**config.mk**
```make
export PLATFORM = sky130hd
export DESIGN_NAME = calc_sequencer_flat
export DESIGN_NICKNAME = d
export VERILOG_FILES = /design/src/rtl/calc_sequencer_if.sv /design/src/rtl/calc_sequencer.sv /design/src/flat_wrapper.sv
export SDC_FILE = /design/constraint.sdc
export NUM_CORES = 1
export LEC_CHECK = 0
export BUFFER_PORTS_ARGS = -buffer_cell sky130_fd_sc_hd__clkbuf_2
export CAP_MARGIN = 20
export CORE_AREA = 2 2 56 58
export DETAILED_ROUTE_END_ITERATION = 10
export DIE_AREA = 0 0 58 60
export HOLD_SLACK_MARGIN = 0.06
export PLACE_DENSITY = 0.83
export SLEW_MARGIN = 5
export SYNTH_ARGS = -nofsm -noshare
export SYNTH_HDL_FRONTEND = slang
export SYNTH_SLANG_ARGS = --single-unit
```
**constraint.sdc**
```tcl
create_clock -name clk -period 3.7 [get_ports clk]
set_input_delay 0.37 -clock clk [delete_from_list [all_inputs] [get_ports clk]]
set_output_delay 0.37 -clock clk [all_outputs]
set_load 0.02 [all_outputs]
```
**src/rtl/calc_sequencer_if.sv**
```systemverilog
// Keypad-event, ALU-handshake and display-control bundle of the calculator sequencer.
interface calc_sequencer_if;
    logic       key_valid;
    logic [3:0] key_value;
    logic       alu_done;
    logic       alu_err;

    logic       digit_shift;
    logic [3:0] key_digit;
    logic       clr_entry;
    logic       load_a;
    logic       load_a_res;
    logic       load_b;
    logic       alu_start;
    logic [1:0] op;
    logic [1:0] disp_sel;
    logic [2:0] digit_cnt;
    logic [2:0] state;

    // Environment side: keypad scanner, arithmetic unit and display.
    modport master (
        output key_valid, key_value, alu_done, alu_err,
        input  digit_shift, key_digit, clr_entry, load_a, load_a_res,
               load_b, alu_start, op, disp_sel, digit_cnt, state
    );

    // Sequencer side.
    modport slave (
        input  key_valid, key_value, alu_done, alu_err,
        output digit_shift, key_digit, clr_entry, load_a, load_a_res,
               load_b, alu_start, op, disp_sel, digit_cnt, state
    );
endinterface

```
**src/rtl/calc_sequencer.sv**
```systemverilog
// Calculator input sequencer: turns key events into operand-entry, ALU-start and
// display-select controls for the flow A, operator, B, '=', result.
module calc_sequencer #(
    parameter int MAX_DIGITS = 3,
    parameter int TIMEOUT    = 255
) (
    input logic             clk,
    input logic             reset,
    calc_sequencer_if.slave bus
);

    localparam int TW = $clog2(TIMEOUT + 1);

    typedef enum logic [2:0] {
        IDLE    = 3'd0,
        ENTER_A = 3'd1,
        ENTER_B = 3'd2,
        EXEC    = 3'd3,
        SHOW    = 3'd4,
        ERROR   = 3'd5
    } state_t;

    state_t          state_q, state_d;
    logic [1:0]      op_q, op_d;
    logic [2:0]      cnt_q, cnt_d;
    logic [3:0]      digit_q, digit_d;
    logic [TW-1:0]   tcnt_q, tcnt_d;
    logic            key_prev;

    logic            shift_q, shift_d;
    logic            clr_q, clr_d;
    logic            lda_q, lda_d;
    logic            ldar_q, ldar_d;
    logic            ldb_q, ldb_d;
    logic            start_q, start_d;

    logic            press;
    logic            is_digit, is_op, is_clr, is_eq;
    logic            room;
    logic [1:0]      op_code;

    assign press    = bus.key_valid & ~key_prev;
    assign is_digit = (bus.key_value <= 4'd9);
    assign is_op    = (bus.key_value >= 4'hA) && (bus.key_value <= 4'hD);
    assign is_clr   = (bus.key_value == 4'hE);
    assign is_eq    = (bus.key_value == 4'hF);
    assign op_code  = 2'(bus.key_value - 4'd10);
    assign room     = (cnt_q < 3'(MAX_DIGITS));

    always_ff @(posedge clk or negedge reset) begin
        if (!reset) begin
            state_q  <= IDLE;
            op_q     <= '0;
            cnt_q    <= '0;
            digit_q  <= '0;
            tcnt_q   <= '0;
            key_prev <= 1'b0;
            shift_q  <= 1'b0;
            clr_q    <= 1'b0;
            lda_q    <= 1'b0;
            ldar_q   <= 1'b0;
            ldb_q    <= 1'b0;
            start_q  <= 1'b0;
        end else begin
            state_q  <= state_d;
            op_q     <= op_d;
            cnt_q    <= cnt_d;
            digit_q  <= digit_d;
            tcnt_q   <= tcnt_d;
            key_prev <= bus.key_valid;
            shift_q  <= shift_d;
            clr_q    <= clr_d;
            lda_q    <= lda_d;
            ldar_q   <= ldar_d;
            ldb_q    <= ldb_d;
            start_q  <= start_d;
        end
    end

    always_comb begin
        state_d = state_q;
        op_d    = op_q;
        cnt_d   = cnt_q;
        digit_d = digit_q;
        tcnt_d  = tcnt_q;
        shift_d = 1'b0;
        clr_d   = 1'b0;
        lda_d   = 1'b0;
        ldar_d  = 1'b0;
        ldb_d   = 1'b0;
        start_d = 1'b0;

        // Clear overrides everything, including a completion arriving in EXEC.
        if (press && is_clr) begin
            clr_d   = 1'b1;
            cnt_d   = '0;
            op_d    = '0;
            state_d = IDLE;
        end else begin
            unique case (state_q)
                IDLE: begin
                    if (press && is_digit) begin
                        shift_d = 1'b1;
                        digit_d = bus.key_value;
                        cnt_d   = 3'd1;
                        state_d = ENTER_A;
                    end
                end

                ENTER_A: begin
                    if (press && is_digit && room) begin
                        shift_d = 1'b1;
                        digit_d = bus.key_value;
                        cnt_d   = cnt_q + 3'd1;
                    end else if (press && is_op) begin
                        lda_d   = 1'b1;
                        clr_d   = 1'b1;
                        op_d    = op_code;
                        cnt_d   = '0;
                        state_d = ENTER_B;
                    end
                end

                ENTER_B: begin
                    if (press && is_digit && room) begin
                        shift_d = 1'b1;
                        digit_d = bus.key_value;
                        cnt_d   = cnt_q + 3'd1;
                    end else if (press && is_op && cnt_q == 3'd0) begin
                        op_d = op_code;
                    end else if (press && is_eq && cnt_q != 3'd0) begin
                        ldb_d   = 1'b1;
                        start_d = 1'b1;
                        tcnt_d  = '0;
                        state_d = EXEC;
                    end
                end

                EXEC: begin
                    if (bus.alu_done) begin
                        state_d = bus.alu_err ? ERROR : SHOW;
                    end else if (tcnt_q == TW'(TIMEOUT - 1)) begin
                        state_d = ERROR;
                    end else begin
                        tcnt_d = tcnt_q + 1'b1;
                    end
                end

                SHOW: begin
                    if (press && is_digit) begin
                        clr_d   = 1'b1;
                        shift_d = 1'b1;
                        digit_d = bus.key_value;
                        cnt_d   = 3'd1;
                        state_d = ENTER_A;
                    end else if (press && is_op) begin
                        ldar_d  = 1'b1;
                        clr_d   = 1'b1;
                        op_d    = op_code;
                        cnt_d   = '0;
                        state_d = ENTER_B;
                    end
                end

                ERROR: begin
                end

                default: state_d = IDLE;
            endcase
        end
    end

    always_comb begin
        unique case (state_q)
            IDLE:                   bus.disp_sel = 2'd3;
            ENTER_A, ENTER_B, EXEC: bus.disp_sel = 2'd0;
            SHOW:                   bus.disp_sel = 2'd1;
            ERROR:                  bus.disp_sel = 2'd2;
            default:                bus.disp_sel = 2'd3;
        endcase
    end

    assign bus.digit_shift = shift_q;
    assign bus.key_digit   = digit_q;
    assign bus.clr_entry   = clr_q;
    assign bus.load_a      = lda_q;
    assign bus.load_a_res  = ldar_q;
    assign bus.load_b      = ldb_q;
    assign bus.alu_start   = start_q;
    assign bus.op          = op_q;
    assign bus.digit_cnt   = cnt_q;
    assign bus.state       = state_q;

endmodule

```
**src/flat_wrapper.sv**
```systemverilog
// flat-port wrapper written by rule: the top's interface ports become plain ports
module calc_sequencer_flat 
#(
    parameter int MAX_DIGITS = 3,
    parameter int TIMEOUT    = 255
)
  (clk, reset, bus_key_valid, bus_key_value, bus_alu_done, bus_alu_err, bus_digit_shift, bus_key_digit, bus_clr_entry, bus_load_a, bus_load_a_res, bus_load_b, bus_alu_start, bus_op, bus_disp_sel, bus_digit_cnt, bus_state);
  calc_sequencer_if bus_i ();
  input logic clk;
  input logic reset;
  input wire logic [$bits(bus_i.key_valid)-1:0] bus_key_valid;
  input wire logic [$bits(bus_i.key_value)-1:0] bus_key_value;
  input wire logic [$bits(bus_i.alu_done)-1:0] bus_alu_done;
  input wire logic [$bits(bus_i.alu_err)-1:0] bus_alu_err;
  output wire logic [$bits(bus_i.digit_shift)-1:0] bus_digit_shift;
  output wire logic [$bits(bus_i.key_digit)-1:0] bus_key_digit;
  output wire logic [$bits(bus_i.clr_entry)-1:0] bus_clr_entry;
  output wire logic [$bits(bus_i.load_a)-1:0] bus_load_a;
  output wire logic [$bits(bus_i.load_a_res)-1:0] bus_load_a_res;
  output wire logic [$bits(bus_i.load_b)-1:0] bus_load_b;
  output wire logic [$bits(bus_i.alu_start)-1:0] bus_alu_start;
  output wire logic [$bits(bus_i.op)-1:0] bus_op;
  output wire logic [$bits(bus_i.disp_sel)-1:0] bus_disp_sel;
  output wire logic [$bits(bus_i.digit_cnt)-1:0] bus_digit_cnt;
  output wire logic [$bits(bus_i.state)-1:0] bus_state;
  assign bus_i.key_valid = bus_key_valid;
  assign bus_i.key_value = bus_key_value;
  assign bus_i.alu_done = bus_alu_done;
  assign bus_i.alu_err = bus_alu_err;
  assign bus_digit_shift = bus_i.digit_shift;
  assign bus_key_digit = bus_i.key_digit;
  assign bus_clr_entry = bus_i.clr_entry;
  assign bus_load_a = bus_i.load_a;
  assign bus_load_a_res = bus_i.load_a_res;
  assign bus_load_b = bus_i.load_b;
  assign bus_alu_start = bus_i.alu_start;
  assign bus_op = bus_i.op;
  assign bus_disp_sel = bus_i.disp_sel;
  assign bus_digit_cnt = bus_i.digit_cnt;
  assign bus_state = bus_i.state;
  calc_sequencer #(.MAX_DIGITS(MAX_DIGITS), .TIMEOUT(TIMEOUT)) u_core (.clk(clk), .reset(reset), .bus(bus_i));
endmodule
```
==> metrics.cfg, run 1 <==
[setup_path]
start_kind=flip-flop
crit_path_end_kind=primary output
required_ns=3.33
cp.arrival_ns=1.93
path_max_fanout=22
crit_type=flip-flop to primary output

[logic_synthesis]
synth_area_leaders=dfrtp_1 (39%), o21ai_0 (5.1%), a21oi_1 (3.6%)
synth_cell_type_count=53
ys_seq_area_frac=0.393
syn_nets=199
synth_edf_count=0
synthArstFlopShare=1.00
ys_seq_elements=26
syn_area_sq_um=1650
synth.top_cell.area_share=0.393
synth_ff_type=dfrtp_1
syn_inst=186
avgSynthCellArea_sq_um=8.89
ys_warn_count=0
synth_top_cell_by_area=dfrtp_1

[layout]
mostFrequentLayoutCells=clkbuf_2 (28), dfrtp_1 (26), o21ai_0 (17), nand2_1 (16), nor2_1 (15)
final_util=0.636
fin_area_sq_um=1850
fillers=250
layout-drive-gt1-share=0.220
multiInputGateArea_sq_um=917
final_common_cell=clkbuf_2
layout.nets=223
syn_to_final_growth_pct=11.6
seqCellArea_sq_um=651
diodes=0
instances_no_fill=242

[hold_path]
hold_class=input pin to flip-flop

[pwr]
finalPower_uw=1320
p_leak_uw=0.000826
ir_drop_mv=0.443
p_per_area_nw_per_um2=717

[timing]
maxSlewHeadroom=0.511
setup_violations=0
period_needed_ns=2.30
finalCritPeriodShare=0.622
drv_slew=0
hold_viol=0
clock.fmax_mhz=435
tightest_slew_ns=0.728
tns_ns=0
finalClockSkew_ns=0.00829
rsz0062_at_grt=false

[clock_network]
h-tree-depth=1
cts_tree=yes
clk_latency_ns=0.33
path_clk_slew_ns=0.15
root_buffer=clkbuf_4
clock-sinks=26
cts.repair.resized=0
numCtsBuffers=3
clockBufferDepth=2

[global_routing]
grt_max_degree=27
grtUsageTotal=0.241
antenna_found_initial=0
grt_pass1_vias=1311
grt_overflow=0
grt_pass1_wl_mm=6.33

[placement]
placed_area_sq_um=1780
portBuffers=28
dp_cells=237
hpwl_mm=2.91
globalplace.congestion=0.920

[drt]
viasPerCell=6.20
vias=1501
route.detailed.drc=0
drt-total-wl_mm=3.87
drt-initial-drc-count=89
wire_per_inst_um=16.0
firstDrtPassIters=5
antenna_left=0

[floorplan]
fp.dieW_um=58
dieHeight_um=60
rows=20
die_area_sq_um=3480
boundaryPins=29
core_sq_um=2900
initial_core_util=0.570

[flow_run]
drv_cap=0

[status]
status=complete, no violations

-- cells by family (layout without fill, tap and decap cells) --
kind of cell / after synthesis / after routing / share of synthesized area
AO/OA/AOI/OAI: 60 / 60 / 0.242
XOR/XNOR: 2 / 2 / 0.0106
adder cells (fa/ha/maj): 4 / 4 / 0.0303
buffers and inverters: 19 / 42 / 0.0522
flip-flops: 26 / 26 / 0.393
multiplexers: 4 / 4 / 0.0272
AND/OR/NAND/NOR: 71 / 71 / 0.244
-- final cells by class --
| type | instances | share of cell area |
|---|---|---|
| clock buffer | 3 | 0.0122 |
| clock inverter | 1 | 0.0163 |
| sequential | 26 | 0.353 |
| timing repair buffer | 29 | 0.0814 |
| inverter | 9 | 0.0183 |
| tap | 33 | 0.0224 |
| multi-input combinational | 141 | 0.497 |
-- per-stage QoR --
stage | hold slack [ns] | setup WS, ns
after floorplan | 0.0744 | 1.90
after global placement | 0.416 | 1.67
after detailed placement | 0.419 | 1.58
after CTS | 0.196 | 1.42
after global routing | 0.192 | 1.22
final | 0.200 | 1.40
-- worst max-delay path, stage by stage (launching register included) --
cell and delay (ns):
dfrtp_1 0.76, clkinv_1 0.41, xnor2_1 0.24, clkbuf_2 0.19
-- state kept, by name (all words and copies together), names as in the netlist --
| register | cells |
|---|---|
| u_core.tcnt_q | 8 |
| u_core.bus.key_digit | 4 |
| u_core.bus.digit_cnt | 3 |
| u_core.bus.state | 3 |
| u_core.bus.op | 2 |
| u_core.bus.alu_start | 1 |
| u_core.bus.clr_entry | 1 |
| u_core.bus.digit_shift | 1 |
| u_core.bus.load_a | 1 |
| u_core.bus.load_a_res | 1 |
| u_core.key_prev | 1 |
-- Yosys cell counts, types with 2 or more instances --
master and instances:
a2111oi_0 2, a211oi_1 2, a21oi_1 12, a311oi_1 2, a31oi_1 5, and3_1 4, buf_2 3, buf_4 3
clkbuf_1 4, dfrtp_1 26, ha_1 4, inv_1 8, mux2_2 4, nand2_1 16, nand2b_1 3, nand3_1 9
nor2_1 15, nor2b_1 3, nor3_1 6, nor4_1 2, o211ai_1 2, o21ai_0 17, o31ai_1 3, xnor2_1 2
-- report_power, final --
part           total [uW]  switching [uW]  leakage, uW  internal [uW]
combinational         600             369     0.000464            231
sequential            527             149     0.000334            378
clock                 196            86.6    0.0000279            110
-- routing by layer --
metal | part of all wire | GRT usage
met1 | 0.45 | 0.353
met4 | 0.0052 | 0.0565
met3 | 0.083 | 0.0346
met5 | 0 | 0
met2 | 0.46 | 0.378
-- what timing repair did --
| action | 4_1_cts | 5_1_grt |
|---|---|---|
| endpoints found under the hold margin | 11 | 0 |
| hold buffers | 1 | 0 |
| buffers inserted | 0 | 0 |
-- path summary, 6_finish.rpt --
check	start	endpoint	depth (start not counted)	slack (ns)
worst min register to register	u_core.bus.key_digit[3]	u_core.bus.key_digit[3]	1	0.53
worst max-delay path	u_core.bus.state[2]	bus_disp_sel[1]	3	1.40
worst min-delay path	bus_key_valid	u_core.key_prev	1	0.20
min in group asynchronous	reset	u_core.bus.load_a	2	0.56
max in group asynchronous	reset	u_core.bus.op[1]	2	2.73
worst max register to register	u_core.bus.state[2]	u_core.tcnt_q[7]	4	1.54
Power figures use the tool's default switching activity.
==> run 2, diff against run 1 <==
--- a/config.mk
+++ b/config.mk
@@ -7,11 +7,11 @@
 export LEC_CHECK = 0
 export BUFFER_PORTS_ARGS = -buffer_cell sky130_fd_sc_hd__clkbuf_2
 export CAP_MARGIN = 20
-export CORE_AREA = 2 2 56 58
+export CORE_AREA = 2 2 61 63
 export DETAILED_ROUTE_END_ITERATION = 10
-export DIE_AREA = 0 0 58 60
+export DIE_AREA = 0 0 63 65
 export HOLD_SLACK_MARGIN = 0.06
-export PLACE_DENSITY = 0.83
+export PLACE_DENSITY = 0.74
 export SLEW_MARGIN = 5
 export SYNTH_ARGS = -nofsm -noshare
 export SYNTH_HDL_FRONTEND = slang
==> constraint.sdc (replaced) <==
create_clock -name clk -period 2.05 [get_ports clk]
set_input_delay 0.205 -clock clk [delete_from_list [all_inputs] [get_ports clk]]
set_output_delay 0.205 -clock clk [all_outputs]
set_load 0.02 [all_outputs]
==> run 2 against run 1 <==
Against the previous run: combinational power is 110% higher; clock power rose by 81%; core utilization fell by 7.0 points; register-to-register slack lost 1.4 ns; sequential power is 67% higher; non-clock buffer count up 15; largest cell class unchanged.
==> metrics.cfg, run 2 (synthesis gave the netlist of run 1 again) <==
[floorplan]
fp.dieW_um=63
dieHeight_um=65
initial_core_util=0.473
boundaryPins=29
core_sq_um=3500
die_area_sq_um=4100
rows=22

[global_routing]
antenna_found_initial=0
grt_max_degree=27
grt_overflow=0
grtUsageTotal=0.204
grt_pass1_vias=1402
grt_pass1_wl_mm=6.62

[clock_network]
root_buffer=clkbuf_4
clk_latency_ns=0.32
numCtsBuffers=3
h-tree-depth=1
clock-sinks=26
path_clk_slew_ns=0.14
cts.repair.resized=0
cts_tree=yes
clockBufferDepth=2

[setup_path]
cp.arrival_ns=1.75
reg2reg_slack_ns=0.16
cp_slowest_cell=dfrtp_1
required_ns=1.85
cp_cell_sequence=buf_4 > nor2_1 > buf_4 > xnor2_1 > clkbuf_2
timing.rr.end=u_core.bus.op[0]
max_stage_delay_ns=0.56
start_kind=flip-flop
worst-path-stages=5
path_max_fanout=10
cp_top_family=buffers and inverters
reg2reg_depth=6
critPathBufInv=3
cpMostUsedCell=buf_4
crit_type=flip-flop to primary output
r2r-start=u_core.bus.state[1]
crit_path_end_kind=primary output

[layout]
diodes=0
top_register=u_core.tcnt_q
layout.nets=238
fillers=340
largest_register_ffs=8
final_common_cell=clkbuf_2
layout-drive-gt1-share=0.268
mostFrequentLayoutCells=clkbuf_2 (28), dfrtp_1 (26), o21ai_0 (17), nand2_1 (16), nor2_1 (15)
syn_to_final_growth_pct=19.7
fin_area_sq_um=1980

[placement]
hpwl_mm=2.92
portBuffers=28
placed_area_sq_um=1910
globalplace.congestion=0.929
post-place-ws_ns=0.181

[drt]
drt-total-wl_mm=3.89
antenna_left=0
firstDrtPassIters=4
vias=1554
route.detailed.drc=0
drt-initial-drc-count=55
wire_per_inst_um=14.3
viasPerCell=5.71

[timing]
finalCritPeriodShare=0.953
tns_ns=0
period_needed_ns=1.95
rsz0062_at_grt=false
clock.fmax_mhz=512
maxSlewHeadroom=0.558
drv_slew=0
setup_violations=0
tightest_slew_ns=0.663
setup_ws_ns=0.0957
timing.hold.ws_ns=0.149
finalClockSkew_ns=0.00268
hold_viol=0

[pwr]
p_switching_uw=1100
p_sw_frac=0.446
seq_power_share=0.356
combPwrFrac=0.500
ir_drop_mv=0.622
p_leak_uw=0.000899
pwr-share-clk=0.144
p_per_area_nw_per_um2=1250
p_int_uw=1370

[hold_path]
holdPathStages=3
hold_start=bus_key_value[0]
hold_end=u_core.bus.alu_start
hold_class=input pin to flip-flop

[flow_run]
drv_cap=0

[status]
status=complete, no violations

==> run 2: changes by cell type in the layout (fill, tap and decap cells not counted), sizes merged <==
cell and delta:
dlygate4sd3 +1, buf +14
==> run 2: worst max-delay path by stage <==
stage,from,to,slack (ns)
detailed placement,u_core.bus.state[1],u_core.bus.op[0],0.18
floorplan,u_core.bus.state[0],u_core.tcnt_q[7],0.25
global route,u_core.bus.state[1],u_core.bus.op[0],0.03
global placement,u_core.bus.state[1],u_core.bus.op[0],0.19
finish,u_core.bus.state[0],bus_disp_sel[1],0.1
CTS,u_core.bus.state[0],bus_disp_sel[1],0.13
==> run 2: what timing repair did <==
item / CTS / global route
buffers inserted: 0 / 0
hold endpoints to repair: 27 / 0
hold buffers: 2 / 0
==> run 2: stage by stage <==
stage | cells | util | total power (uW)
finish | 272 | 0.566 | 2470
detailed placement | 266 | 0.545 | 2120
CTS | 272 | 0.566 | 2470
floorplan | 186 | - | 1710
global placement | 266 | 0.545 | 2100
global route | 272 | 0.566 | 2650
==> run 2: layer usage <==
| layer | vias to the layer above | GRT usage | wire length (um) |
|---|---|---|---|
| li1 | 763 | - | - |
| met1 | 703 | 0.314 | 1870 |
| met2 | 76 | 0.293 | 1640 |
| met3 | 12 | 0.0260 | 299 |
| met4 | 0 | 0.0694 | 90 |
| met5 | - | 0 | 0 |
==> run 2: layout make-up <==
type	count	area, sq um	area share
Clock buffer	3	22.5	0.0114
Sequential cell	26	651	0.329
Clock inverter	1	30.0	0.0152
Tap cell	48	60.1	0.0303
Multi-Input combinational cell	141	917	0.463
Timing Repair Buffer	44	265	0.134
Inverter	9	33.8	0.0171
==> run 2: worst min-delay path: cells and delay by family <==
kind	cells	cell delay (ns)
buffers and inverters	1	0.12
and+or+nand+nor	2	0.12
==> run 2: power by group through the flow <==
stage               registers [uW]  clock network [uW]  logic [uW]
global route                   914                 383        1350
global placement               885                   0        1220
finish                         878                 355        1230
detailed placement             891                   0        1220
CTS                            879                 364        1230
floorplan                      953                   0         757
==> run 3, diff against run 2 <==
--- a/config.mk
+++ b/config.mk
@@ -12,6 +12,7 @@
 export DIE_AREA = 0 0 63 65
 export HOLD_SLACK_MARGIN = 0.06
 export PLACE_DENSITY = 0.74
+export REMOVE_ABC_BUFFERS = 1
 export SLEW_MARGIN = 5
 export SYNTH_ARGS = -nofsm -noshare
 export SYNTH_HDL_FRONTEND = slang
==> run 3 against run 2 <==
Against the previous run: clock-buffer cell count stayed put; first-iteration DRC count grew to 3.0 times the previous value; final area grew 0.76%; sequential power grew 0.6%; via count rose by 5.4%; core utilization grew 0.43 points; clock skew rose by 0.0058 ns; worst setup slack gained 0.080 ns; register-to-register slack improved by 0.04 ns; critical path type unchanged.
==> metrics.cfg, run 3 (synthesis gave the netlist of run 1 again) <==
[pwr]
p_sw_frac=0.445
p_leak_uw=0.000909
p_int_uw=1390
seq_power_share=0.353
pwr-share-clk=0.140
p_switching_uw=1110
combPwrFrac=0.507
ir_drop_mv=0.600
p_per_area_nw_per_um2=1250

[floorplan]
rows=22
fp.dieW_um=63
die_area_sq_um=4100
initial_core_util=0.473
dieHeight_um=65
boundaryPins=29
core_sq_um=3500

[clock_network]
cts_tree=yes
clock-sinks=26
clockBufferDepth=2
cts.repair.resized=0
numCtsBuffers=3
root_buffer=clkbuf_4
path_clk_slew_ns=0.15
clk_latency_ns=0.32
h-tree-depth=1

[drt]
viasPerCell=5.98
firstDrtPassIters=5
drt-total-wl_mm=4.20
antenna_left=0
vias=1638
drt-initial-drc-count=167
wire_per_inst_um=15.3
route.detailed.drc=0

[timing]
rsz0062_at_grt=false
finalClockSkew_ns=0.00850
setup_violations=0
tns_ns=0
hold_viol=0
timing.hold.ws_ns=0.159
clock.fmax_mhz=533
period_needed_ns=1.87
maxSlewHeadroom=0.544
drv_slew=0
finalCritPeriodShare=0.914
tightest_slew_ns=0.684

[global_routing]
grt_pass1_wl_mm=7.37
grtUsageTotal=0.226
antenna_found_initial=0
grt_max_degree=27
grt_overflow=0
grt_pass1_vias=1569

[flow_run]
drv_cap=0

[setup_path]
required_ns=1.85
crit_path_end_kind=primary output
start_kind=flip-flop
r2r-start=u_core.bus.digit_cnt[0]
timing.rr.end=u_core.tcnt_q[7]
crit_type=flip-flop to primary output
path_max_fanout=10
reg2reg_depth=7
reg2reg_slack_ns=0.20
cp.arrival_ns=1.67

[layout]
seqCellArea_sq_um=651
fillers=319
layout.nets=240
final_common_cell=clkbuf_2
fin_area_sq_um=1990
layout-drive-gt1-share=0.274
largest_register_ffs=8
diodes=0
top_register=u_core.tcnt_q
multiInputGateArea_sq_um=917
syn_to_final_growth_pct=20.6
mostFrequentLayoutCells=clkbuf_2 (28), dfrtp_1 (26), o21ai_0 (17), nand2_1 (16), buf_4 (16)

[placement]
hpwl_mm=3.10
portBuffers=28
globalplace.congestion=0.943
placed_area_sq_um=1920

[hold_path]
hold_end=u_core.bus.alu_start
hold_start=bus_key_value[0]
holdPathStages=3
hold_class=input pin to flip-flop

[status]
status=complete, no violations

## run 3: changes by cell type in the layout (fill, tap and decap cells not counted), sizes merged
cell  previous run  this run
buf             14        16
## run 3: how the worst max path moves through the flow
| stage | start | end | slack (ns) | depth (start not counted) |
|---|---|---|---|---|
| CTS | u_core.bus.state[0] | bus_disp_sel[1] | 0.17 | 5 |
| finish | u_core.bus.state[0] | bus_disp_sel[1] | 0.18 | 5 |
| global route | u_core.bus.state[2] | bus_disp_sel[1] | 0.006 | 4 |
| global placement | u_core.bus.digit_cnt[0] | u_core.tcnt_q[7] | 0.27 | 7 |
| floorplan | u_core.bus.state[2] | u_core.tcnt_q[7] | 0.11 | 4 |
| detailed placement | u_core.bus.digit_cnt[0] | u_core.tcnt_q[7] | 0.23 | 7 |
## run 3: layout make-up
cell class	instances	share of cell area
repair buffers	46	0.141
flip-flops and latches	26	0.326
clock inverters	1	0.0151
inverters	9	0.0169
clock buffers	3	0.0113
multi-input cells	141	0.460
well taps	48	0.0301
## run 3: through the flow
step                cells  utilization  power (uW)  worst slack [ns]
finish                274        0.571        2500             0.175
global route          274        0.571        2700           0.00607
CTS                   274        0.571        2510             0.167
detailed placement    268        0.550        2150             0.229
global placement      268        0.550        2130             0.266
floorplan             176            -        1670             0.114
## run 3: what timing repair did
item                                   4_1_cts  5_1_grt
hold buffers                                 2        0
buffers inserted                             0        0
endpoints found under the hold margin       27        0
## run 3: per-layer routing
| metal | GRT usage | vias up | part of all wire |
|---|---|---|---|
| li1 | - | 770 | - |
| met3 | 0.0347 | 8 | 0.069 |
| met2 | 0.366 | 67 | 0.49 |
| met4 | 0.0722 | 0 | 0.017 |
| met5 | 0 | - | 0 |
| met1 | 0.311 | 793 | 0.43 |
## run 3: critical path, cell delays in order, from the launching register on
cell,delay [ns]
dfrtp_1,0.51
buf_4,0.21
nor2_1,0.15
buf_4,0.16
xnor2_1,0.11
clkbuf_2,0.19
## run 3: power by group through the flow
stage | Combinational, uW | Clock [uW] | Sequential [uW]
floorplan | 637 | 0 | 1030
global placement | 1250 | 0 | 885
detailed placement | 1260 | 0 | 891
CTS | 1260 | 365 | 880
global route | 1400 | 391 | 913
finish | 1270 | 351 | 883
